File: src/rtl/div_result_bcd_if.sv
// ---------------------------------------------------------------------------
// div_result_bcd_if
//   Handshake and data bundle between the SRT divider, the BCD converter
//   and the display/VIO stage.
//
//   Upstream side : in_valid, in_ready, quotient[31:0], remainder[32:0],
//                   div_zero
//   Downstream side: out_valid, out_ready, quot_bcd[39:0], rem_bcd[39:0],
//                   rem_ovf, err_dbz
//   Status         : busy
//
//   The slave modport is the converter's view. The master modport is the
//   view of whatever surrounds it: the divider on the input side and the
//   display stage on the output side.
// ---------------------------------------------------------------------------
interface div_result_bcd_if;
    logic        in_valid;
    logic        in_ready;
    logic [31:0] quotient;
    logic [32:0] remainder;
    logic        div_zero;
    logic        out_valid;
    logic        out_ready;
    logic [39:0] quot_bcd;
    logic [39:0] rem_bcd;
    logic        rem_ovf;
    logic        err_dbz;
    logic        busy;

    modport slave (
        input  in_valid, quotient, remainder, div_zero, out_ready,
        output in_ready, out_valid, quot_bcd, rem_bcd, rem_ovf, err_dbz, busy
    );

    modport master (
        output in_valid, quotient, remainder, div_zero, out_ready,
        input  in_ready, out_valid, quot_bcd, rem_bcd, rem_ovf, err_dbz, busy
    );
endinterface

File: src/rtl/div_result_bcd.sv
// ---------------------------------------------------------------------------
// div_result_bcd
//   Converts one divider result (32-bit quotient, 33-bit remainder) into two
//   10-digit packed BCD numbers using iterative double-dabble. The quotient is
//   converted first, then the remainder, each taking 32 cycles. The result is
//   then presented with a valid/ready handshake. One transaction is in flight
//   at a time.
//
//   Ports
//     clk  : system clock, rising edge
//     rst  : asynchronous, active-high reset
//     bus  : div_result_bcd_if.slave
//            in_valid/in_ready/quotient/remainder/div_zero - capture side
//            out_valid/out_ready/quot_bcd/rem_bcd/rem_ovf/err_dbz - result side
//            busy - high while either conversion phase is running
// ---------------------------------------------------------------------------
module div_result_bcd (
    input  logic             clk,
    input  logic             rst,
    div_result_bcd_if.slave  bus
);

    typedef enum logic [1:0] {
        IDLE   = 2'd0,
        CONV_Q = 2'd1,
        CONV_R = 2'd2,
        DONE   = 2'd3
    } state_t;

    state_t      state;
    state_t      state_next;

    logic [31:0] shift_reg;
    logic [31:0] rem_hold;
    logic [39:0] bcd_acc;
    logic [39:0] bcd_next;
    logic [4:0]  bit_cnt;
    logic [39:0] quot_bcd_q;
    logic [39:0] rem_bcd_q;
    logic        rem_ovf_q;
    logic        err_dbz_q;

    logic        in_ready_c;
    logic        out_valid_c;
    logic        busy_c;
    logic        accept;
    logic        last_iter;

    logic [3:0]  digit_adj;
    logic        digit_carry;

    assign accept    = (state == IDLE) && bus.in_valid;
    assign last_iter = (bit_cnt == 5'd31);

    // State register. Reset in any state abandons the transaction in flight.
    always_ff @(posedge clk or posedge rst) begin
        if (rst) begin
            state <= IDLE;
        end else begin
            state <= state_next;
        end
    end

    // Next-state and handshake outputs. Each conversion phase ends on the
    // iteration where the counter reads 31, i.e. after exactly 32 iterations.
    always_comb begin
        state_next  = state;
        in_ready_c  = 1'b0;
        out_valid_c = 1'b0;
        busy_c      = 1'b0;
        case (state)
            IDLE: begin
                in_ready_c = 1'b1;
                if (bus.in_valid) begin
                    state_next = CONV_Q;
                end
            end
            CONV_Q: begin
                busy_c = 1'b1;
                if (last_iter) begin
                    state_next = CONV_R;
                end
            end
            CONV_R: begin
                busy_c = 1'b1;
                if (last_iter) begin
                    state_next = DONE;
                end
            end
            DONE: begin
                out_valid_c = 1'b1;
                if (bus.out_ready) begin
                    state_next = IDLE;
                end
            end
            default: state_next = IDLE;
        endcase
    end

    // One double-dabble iteration: every digit >= 5 is corrected by +3, then
    // the whole {bcd, binary} pair shifts left by one. Doing the shift digit
    // by digit, the top bit of each corrected digit becomes bit 0 of the next
    // digit up, and the binary MSB enters digit 0. The carry out of digit 9 is
    // always zero because 2^32-1 fits in ten decimal digits.
    always_comb begin
        bcd_next    = '0;
        digit_adj   = '0;
        digit_carry = shift_reg[31];
        for (int i = 0; i < 10; i++) begin
            digit_adj = bcd_acc[i*4 +: 4];
            if (digit_adj >= 4'd5) begin
                digit_adj = digit_adj + 4'd3;
            end
            bcd_next[i*4 +: 4] = {digit_adj[2:0], digit_carry};
            digit_carry        = digit_adj[3];
        end
    end

    // Datapath. Inputs are captured only on the accepting edge. The remainder
    // is parked in rem_hold until the quotient phase finishes and then reloaded
    // into the shared shift register. Results persist until the next
    // conversion overwrites them.
    always_ff @(posedge clk or posedge rst) begin
        if (rst) begin
            shift_reg  <= '0;
            rem_hold   <= '0;
            bcd_acc    <= '0;
            bit_cnt    <= '0;
            quot_bcd_q <= '0;
            rem_bcd_q  <= '0;
            rem_ovf_q  <= 1'b0;
            err_dbz_q  <= 1'b0;
        end else begin
            case (state)
                IDLE: begin
                    if (accept) begin
                        shift_reg <= bus.quotient;
                        rem_hold  <= bus.remainder[31:0];
                        rem_ovf_q <= bus.remainder[32];
                        err_dbz_q <= bus.div_zero;
                        bcd_acc   <= '0;
                        bit_cnt   <= '0;
                    end
                end
                CONV_Q: begin
                    if (last_iter) begin
                        quot_bcd_q <= bcd_next;
                        shift_reg  <= rem_hold;
                        bcd_acc    <= '0;
                        bit_cnt    <= '0;
                    end else begin
                        shift_reg <= {shift_reg[30:0], 1'b0};
                        bcd_acc   <= bcd_next;
                        bit_cnt   <= bit_cnt + 5'd1;
                    end
                end
                CONV_R: begin
                    if (last_iter) begin
                        rem_bcd_q <= bcd_next;
                        bcd_acc   <= '0;
                        bit_cnt   <= '0;
                    end else begin
                        shift_reg <= {shift_reg[30:0], 1'b0};
                        bcd_acc   <= bcd_next;
                        bit_cnt   <= bit_cnt + 5'd1;
                    end
                end
                default: begin
                end
            endcase
        end
    end

    assign bus.in_ready  = in_ready_c;
    assign bus.out_valid = out_valid_c;
    assign bus.busy      = busy_c;
    assign bus.quot_bcd  = quot_bcd_q;
    assign bus.rem_bcd   = rem_bcd_q;
    assign bus.rem_ovf   = rem_ovf_q;
    assign bus.err_dbz   = err_dbz_q;

endmodule

File: src/flat_wrapper.sv
// flat-port wrapper written by rule: the top's interface ports become plain ports
module div_result_bcd_flat 
  (clk, rst, bus_in_valid, bus_quotient, bus_remainder, bus_div_zero, bus_out_ready, bus_in_ready, bus_out_valid, bus_quot_bcd, bus_rem_bcd, bus_rem_ovf, bus_err_dbz, bus_busy);
  div_result_bcd_if bus_i ();
  input  logic clk;
  input  logic rst;
  input wire logic [$bits(bus_i.in_valid)-1:0] bus_in_valid;
  input wire logic [$bits(bus_i.quotient)-1:0] bus_quotient;
  input wire logic [$bits(bus_i.remainder)-1:0] bus_remainder;
  input wire logic [$bits(bus_i.div_zero)-1:0] bus_div_zero;
  input wire logic [$bits(bus_i.out_ready)-1:0] bus_out_ready;
  output wire logic [$bits(bus_i.in_ready)-1:0] bus_in_ready;
  output wire logic [$bits(bus_i.out_valid)-1:0] bus_out_valid;
  output wire logic [$bits(bus_i.quot_bcd)-1:0] bus_quot_bcd;
  output wire logic [$bits(bus_i.rem_bcd)-1:0] bus_rem_bcd;
  output wire logic [$bits(bus_i.rem_ovf)-1:0] bus_rem_ovf;
  output wire logic [$bits(bus_i.err_dbz)-1:0] bus_err_dbz;
  output wire logic [$bits(bus_i.busy)-1:0] bus_busy;
  assign bus_i.in_valid = bus_in_valid;
  assign bus_i.quotient = bus_quotient;
  assign bus_i.remainder = bus_remainder;
  assign bus_i.div_zero = bus_div_zero;
  assign bus_i.out_ready = bus_out_ready;
  assign bus_in_ready = bus_i.in_ready;
  assign bus_out_valid = bus_i.out_valid;
  assign bus_quot_bcd = bus_i.quot_bcd;
  assign bus_rem_bcd = bus_i.rem_bcd;
  assign bus_rem_ovf = bus_i.rem_ovf;
  assign bus_err_dbz = bus_i.err_dbz;
  assign bus_busy = bus_i.busy;
  div_result_bcd u_core (.clk(clk), .rst(rst), .bus(bus_i));
endmodule
File: config.mk
export PLATFORM = sky130hd
export DESIGN_NAME = div_result_bcd_flat
export DESIGN_NICKNAME = d
export VERILOG_FILES = /design/src/rtl/div_result_bcd_if.sv /design/src/rtl/div_result_bcd.sv /design/src/flat_wrapper.sv
export SDC_FILE = /design/constraint.sdc
export NUM_CORES = 1
export LEC_CHECK = 0
export ABC_AREA = 1
export ABC_CLOCK_PERIOD_IN_PS = 7800
export BUFFER_PORTS_ARGS = -buffer_cell sky130_fd_sc_hd__buf_2
export CORE_MARGIN = 1.5
export CORE_UTILIZATION = 40
export CTS_CLUSTER_DIAMETER = 40
export DETAILED_ROUTE_END_ITERATION = 8
export GPL_ROUTABILITY_DRIVEN = 0
export PLACE_DENSITY = 0.67
export SYNTH_ARGS = -nofsm -noshare
export SYNTH_HDL_FRONTEND = slang
export SYNTH_SLANG_ARGS = --single-unit
File: constraint.sdc
create_clock -name clk -period 7.8 [get_ports clk]
set_input_delay 0.78 -clock clk [delete_from_list [all_inputs] [get_ports clk]]
set_output_delay 0.78 -clock clk [all_outputs]
set_load 0.02 [all_outputs]
# Word level (Yosys, flattened, before mapping)

Index checks and enable logic that the tools add are counted.

$add $sub $neg: 11
Order comparisons: 10
Equal/unequal tests: 10
Muxes and demuxes: 28
Reductions and logical operators: 11

Operator list:

| operator              | number |
|---|---|
| $mux W32              | 3 |
| $pmux W32 S3          | 1 |
| $mux W40              | 2 |
| $pmux W40 S2          | 1 |
| $ge A4 B3 Y1 const B  | 10 |
| $add A4 B2 Y4 const B | 9 |
| $mux W4               | 9 |
| $mux W5               | 2 |
| $pmux W5 S2           | 1 |
| $mux W2               | 4 |
| $pmux W2 S4           | 1 |
| $reduce_and A2 Y1     | 4 |
| $ne A2 B1 Y1 const B  | 3 |
| $ne A2 B2 Y1 const B  | 3 |
| $add A5 B1 Y5 const B | 1 |
| $eq A5 B5 Y1 const B  | 1 |
| $eq A2 B2 Y1 const B  | 2 |
| $reduce_and A4 Y1     | 1 |
| $add A3 B2 Y3 const B | 1 |
| $mux W1               | 3 |
| $mux W3               | 1 |
| $reduce_and A3 Y1     | 1 |
| $reduce_bool A3 Y1    | 1 |
| $eq A2 B1 Y1 const B  | 1 |
| 4 further kinds       | 4 |

Flip-flop bits (word level): 193
Input bits: 70
Output and inout port bits: 85
Logic and storage cells: 79

# Depth between registers and ports, before layout

Depth in word-level cells: 4
Mapped depth: 10
Depth with buffers taken out: 9

# Worst setup path after synthesis

OpenSTA, ideal clock, no wires.

Path type: reg-to-reg
Start point: reg u_core.state[0]
End point: reg u_core.bcd_acc[10]
Setup time: 0.065 ns
Arrival: 1.602 ns
Data required time: 7.735 ns
Slack: 6.133 ns
Stages on the path, launching flop included: 10
Path buffers: 3
Clock period less this slack: 1.667 ns
Path through: dfrtp_1 inv_1 ha_1 buf_4 nand3_2 nor2_2 buf_4 buf_6 nand3_1 nand2_1

Cells in the longest elaborated chain, start to end: 4
Elaborated cells on any way between the ends: 9
Classes of those cells: 3 x eq/ne; 1 x mux; 5 x reduce/logical

RTL lines:

| what                                                              | RTL line              | source |
|---|---|---|
| from (decl)                                                       | div_result_bcd.sv:30  | `state_t state;` |
| from (signal assigned)                                            | div_result_bcd.sv:60  | `state <= state_next;` |
| $eq A2 B1 Y1, or another cell as far along                        | div_result_bcd.sv:134 | `case (state)` |
| $reduce_or A2 Y1 (no line) or $logic_and A1 B1 Y1 (tied branches) | --                    |  |
| $reduce_bool A2 Y1 (no line) or $ne A2 B1 Y1 (tied branches)      | --                    |  |
| $reduce_and A2 Y1 (no line)                                       | --                    |  |
| to (signal assigned)                                              | div_result_bcd.sv:153 | `bcd_acc <= bcd_next;` |
| to (signal assigned)                                              | div_result_bcd.sv:164 | `bcd_acc <= bcd_next;` |
| to (decl)                                                         | div_result_bcd.sv:35  | `logic [39:0] bcd_acc;` |

Several ways; a longest one is shown, not always the timed one.
A chain may end at the register's enable or synchronous reset.

# Worst setup path after layout

Start point: reg u_core.bit_cnt[0]
End point: reg u_core.shift_reg[19]

Cells in the longest elaborated chain, start to end: 3
Elaborated cells on any way between the ends: 5
Classes of those cells: 2 x eq/ne; 2 x mux; 1 x reduce/logical

RTL lines:

| what                                              | RTL line              | source |
|---|---|---|
| from (decl)                                       | div_result_bcd.sv:37  | `logic [4:0] bit_cnt;` |
| from (signal assigned)                            | div_result_bcd.sv:154 | `bit_cnt <= bit_cnt + 5'd1;` |
| from (signal assigned)                            | div_result_bcd.sv:165 | `bit_cnt <= bit_cnt + 5'd1;` |
| $eq A5 B5 Y1 *                                    | div_result_bcd.sv:53  | `assign last_iter = (bit_cnt == 5'd31);` |
| $mux W32 or $ne A2 B2 Y1 (tied branches)          | --                    |  |
| $pmux W32 S3 or $reduce_and A3 Y1 (tied branches) | --                    |  |
| to (signal assigned)                              | div_result_bcd.sv:137 | `shift_reg <= bus.quotient;` |
| to (signal assigned)                              | div_result_bcd.sv:148 | `shift_reg <= rem_hold;` |
| to (signal assigned)                              | div_result_bcd.sv:152 | `shift_reg <= {shift_reg[30:0], 1'b0};` |
| to (decl)                                         | div_result_bcd.sv:33  | `logic [31:0] shift_reg;` |

Mark *: on every way between the ends. The rest lies on a longest branch, timed or not.

==> run summary <==
outcome: finished clean
mean post-synth cell area: 8.22 µm²
final WL: 23.0 mm
post_cts resized: 0
sequential standard cell area: 0.00483 mm²
Wirelength per Cell: 14.4 µm
Clock Power Share: 26.9%
Post-synth EDFFs: 0
total grt overflow: 0
die area: 0.0245 mm²
Worst R2R Setup Slack: 4310 ps
Post-Syn Instances: 1146
CORE AREA: 0.0228 mm²
io pins: 155
Worst Max-Slew Pin Slew: 1160 ps
largest net degree at the start of global routing: 115
Net Sw Power: 1350 µW
first-pass GRT wire length: 38.5 mm
site row count: 55
CTS tree: yes
critical path class: reg -> reg
# hold bufs at CTS: 0
area grow syn2layout: 16.7%
Ys Warns: 0
Register-to-Register Path Depth: 9
crit end category: register
worst reg2reg endpoint: u_core.shift_reg[19]
Max clock buf depth: 2
max_slew headroom: 22.7%
CTS Buf Count: 17
Post-Place Setup Slack: 4260 ps
Vias/cell: 5.02
setup TNS: 0 ps
Max Fclk: 0.286 GHz
crit path time final: 3490 ps
DRC viols: 0
Hold WS: 478 ps
hold depth: 2
drt first-iter violations: 583
Yosys cell types: 23
fin crit share: 44.8%
antenna-violating nets left: 0
worst-skew pair later-pin latency: 440 ps
post-synth net total: 1245
Setup Skew: 12.0 ps
Die Ht: 156 µm
most frequent cells in the layout: nand2_1, dfrtp_1, buf_2
Final Util: 48.1%
IR drop worst, VDD: 241 µV
GRT Total Usage: 19.7%
power per cell area: 312 mW/mm²
Hold Startpoint: u_core.bus.quot_bcd[29]
Yosys top cell area share: 51.3%
LEAKAGE: 0.00594 µW
H-tree depth: 4
Async S/R FF share, synth: 100%
total power: 3430 µW
CTS root buffer: clkbuf_16
First-pass DRT Iterations: 5
post-synthesis register bit count: 193
hold worst-path end: u_core.bus.quot_bcd[29]
RSZ-0062 raised after global routing: no
Initial Util: 41.2%
CP Max Fanout: 64
top post-synthesis cells by area: dfrtp_1, nand2_1, nand3_1
post-CTS setup buffers: 0
register area share after synthesis: 51.3%
Syn Std Cell Area: 0.00942 mm²
Hold Path Class: reg -> reg
Worst Path Required: 8120 ps
Vias: 8032
Clock Pin Slew Worst Setup and Hold Paths: 80 ps
Cell Int Power: 2080 µW
vias in the first global route: 7731
antenna cell count: 0
area of the multi-input gates: 0.00410 mm²
commonest non-fill, non-tap cell in the layout: nand2_1
Fill cells: 2246
DP Wirelength: 14.5 mm
antenna violations before repair: 0
Clock Sinks: 193
reg2reg start: u_core.bit_cnt[0]
combinational share of power: 34.2%
Top FF cell, synth: dfrtp_1
MaxCap Viol Count: 0
final setup violation count: 0
endpoints failing hold: 0
WP data arrival: 3810 ps
max-slew violation count: 0
layout net count: 1372
Sw Share: 39.2%
PortBufs: 154
post-route setup slack: 4310 ps
area leader, netlist: dfrtp_1
width of the die: 156 µm
Setup crit start kind: register
Seq pwr share: 38.9%
share of cells above drive strength 1: 18.7%
[critical path, cell delays in order, from the launching register on]
cell and delay (ps):
dfrtp_1 380, ha_1 170, nand2_1 70, nor2_1 140
ha_1 470, nand2_2 690, nand2_2 1160, nor2_1 130
nand2_1 100, nand2_1 60
[area by class of cell]
class / count / area share (%)
Sequential cell: 193 / 43.9
Multi-Input combinational cell: 845 / 37.3
Timing Repair Buffer: 160 / 7.42
Clock buffer: 17 / 3.87
Tap cell: 313 / 3.56
Inverter: 56 / 1.98
Clock inverter: 15 / 1.92
[synthesized netlist by cell type (3+ instances only)]
cell	count
o21ai_1	18
nand3_1	112
nor2_1	106
clkbuf_1	17
buf_4	4
buf_1	3
buf_6	6
inv_1	51
o21ai_0	96
nand4_1	20
inv_2	5
dfrtp_1	193
a21oi_1	31
ha_1	29
nand2_2	5
nand2_1	389
mux2_2	34
buf_2	22
[logic make-up after synthesis]
kind of cell / after synthesis / synth area share [%]
and+or+nand+nor: 634 / 27.5
muxes: 34 / 4.07
DFF: 193 / 51.3
buffers and inverters: 108 / 5.23
AOI/OAI and AO/OA: 147 / 7.96
adders and majority gates: 29 / 3.85
xor gates and xnor gates: 1 / 0.0930
[power by group through the flow]
stage                     Combinational (µW)  Sequential (µW)  Clock [µW]
after detailed placement                1180             1350           0
after floorplan                          943             1320           0
after global routing                    1330             1360         988
after global placement                  1140             1340           0
final                                   1170             1330         922
after CTS                               1180             1330         944
[routing by layer]
| layer | global-route usage, % | wire length [µm] | part of all wire (%) | vias up |
|---|---|---|---|---|
| met5 | 0 | 0 | 0 | - |
| met4 | 6.58 | 461 | 2.0 | 0 |
| met3 | 3.71 | 1120 | 4.9 | 34 |
| met2 | 31.0 | 10300 | 45 | 244 |
| met1 | 27.3 | 11100 | 48 | 3765 |
| li1 | - | - | - | 3989 |
[through the flow]
step,instance area [µm²],instances
4_1_cts,11000,1599
6_report,11000,1599
3_3_place_gp,10400,1567
5_1_grt,11000,1599
2_1_floorplan,9420,1146
3_5_place_dp,10400,1567
[worst max-delay path by stage]
stage / start / to / cells after the start
after detailed placement: u_core.bit_cnt[0] / u_core.shift_reg[19] / 9
after floorplan: rst / u_core.bcd_acc[0] / 1
final: u_core.bit_cnt[0] / u_core.shift_reg[19] / 9
after CTS: u_core.bit_cnt[0] / u_core.shift_reg[19] / 9
after global placement: u_core.bit_cnt[0] / u_core.shift_reg[31] / 9
after global routing: u_core.bit_cnt[0] / u_core.shift_reg[19] / 9
No activity file was read; power rests on OpenSTA's default activity.
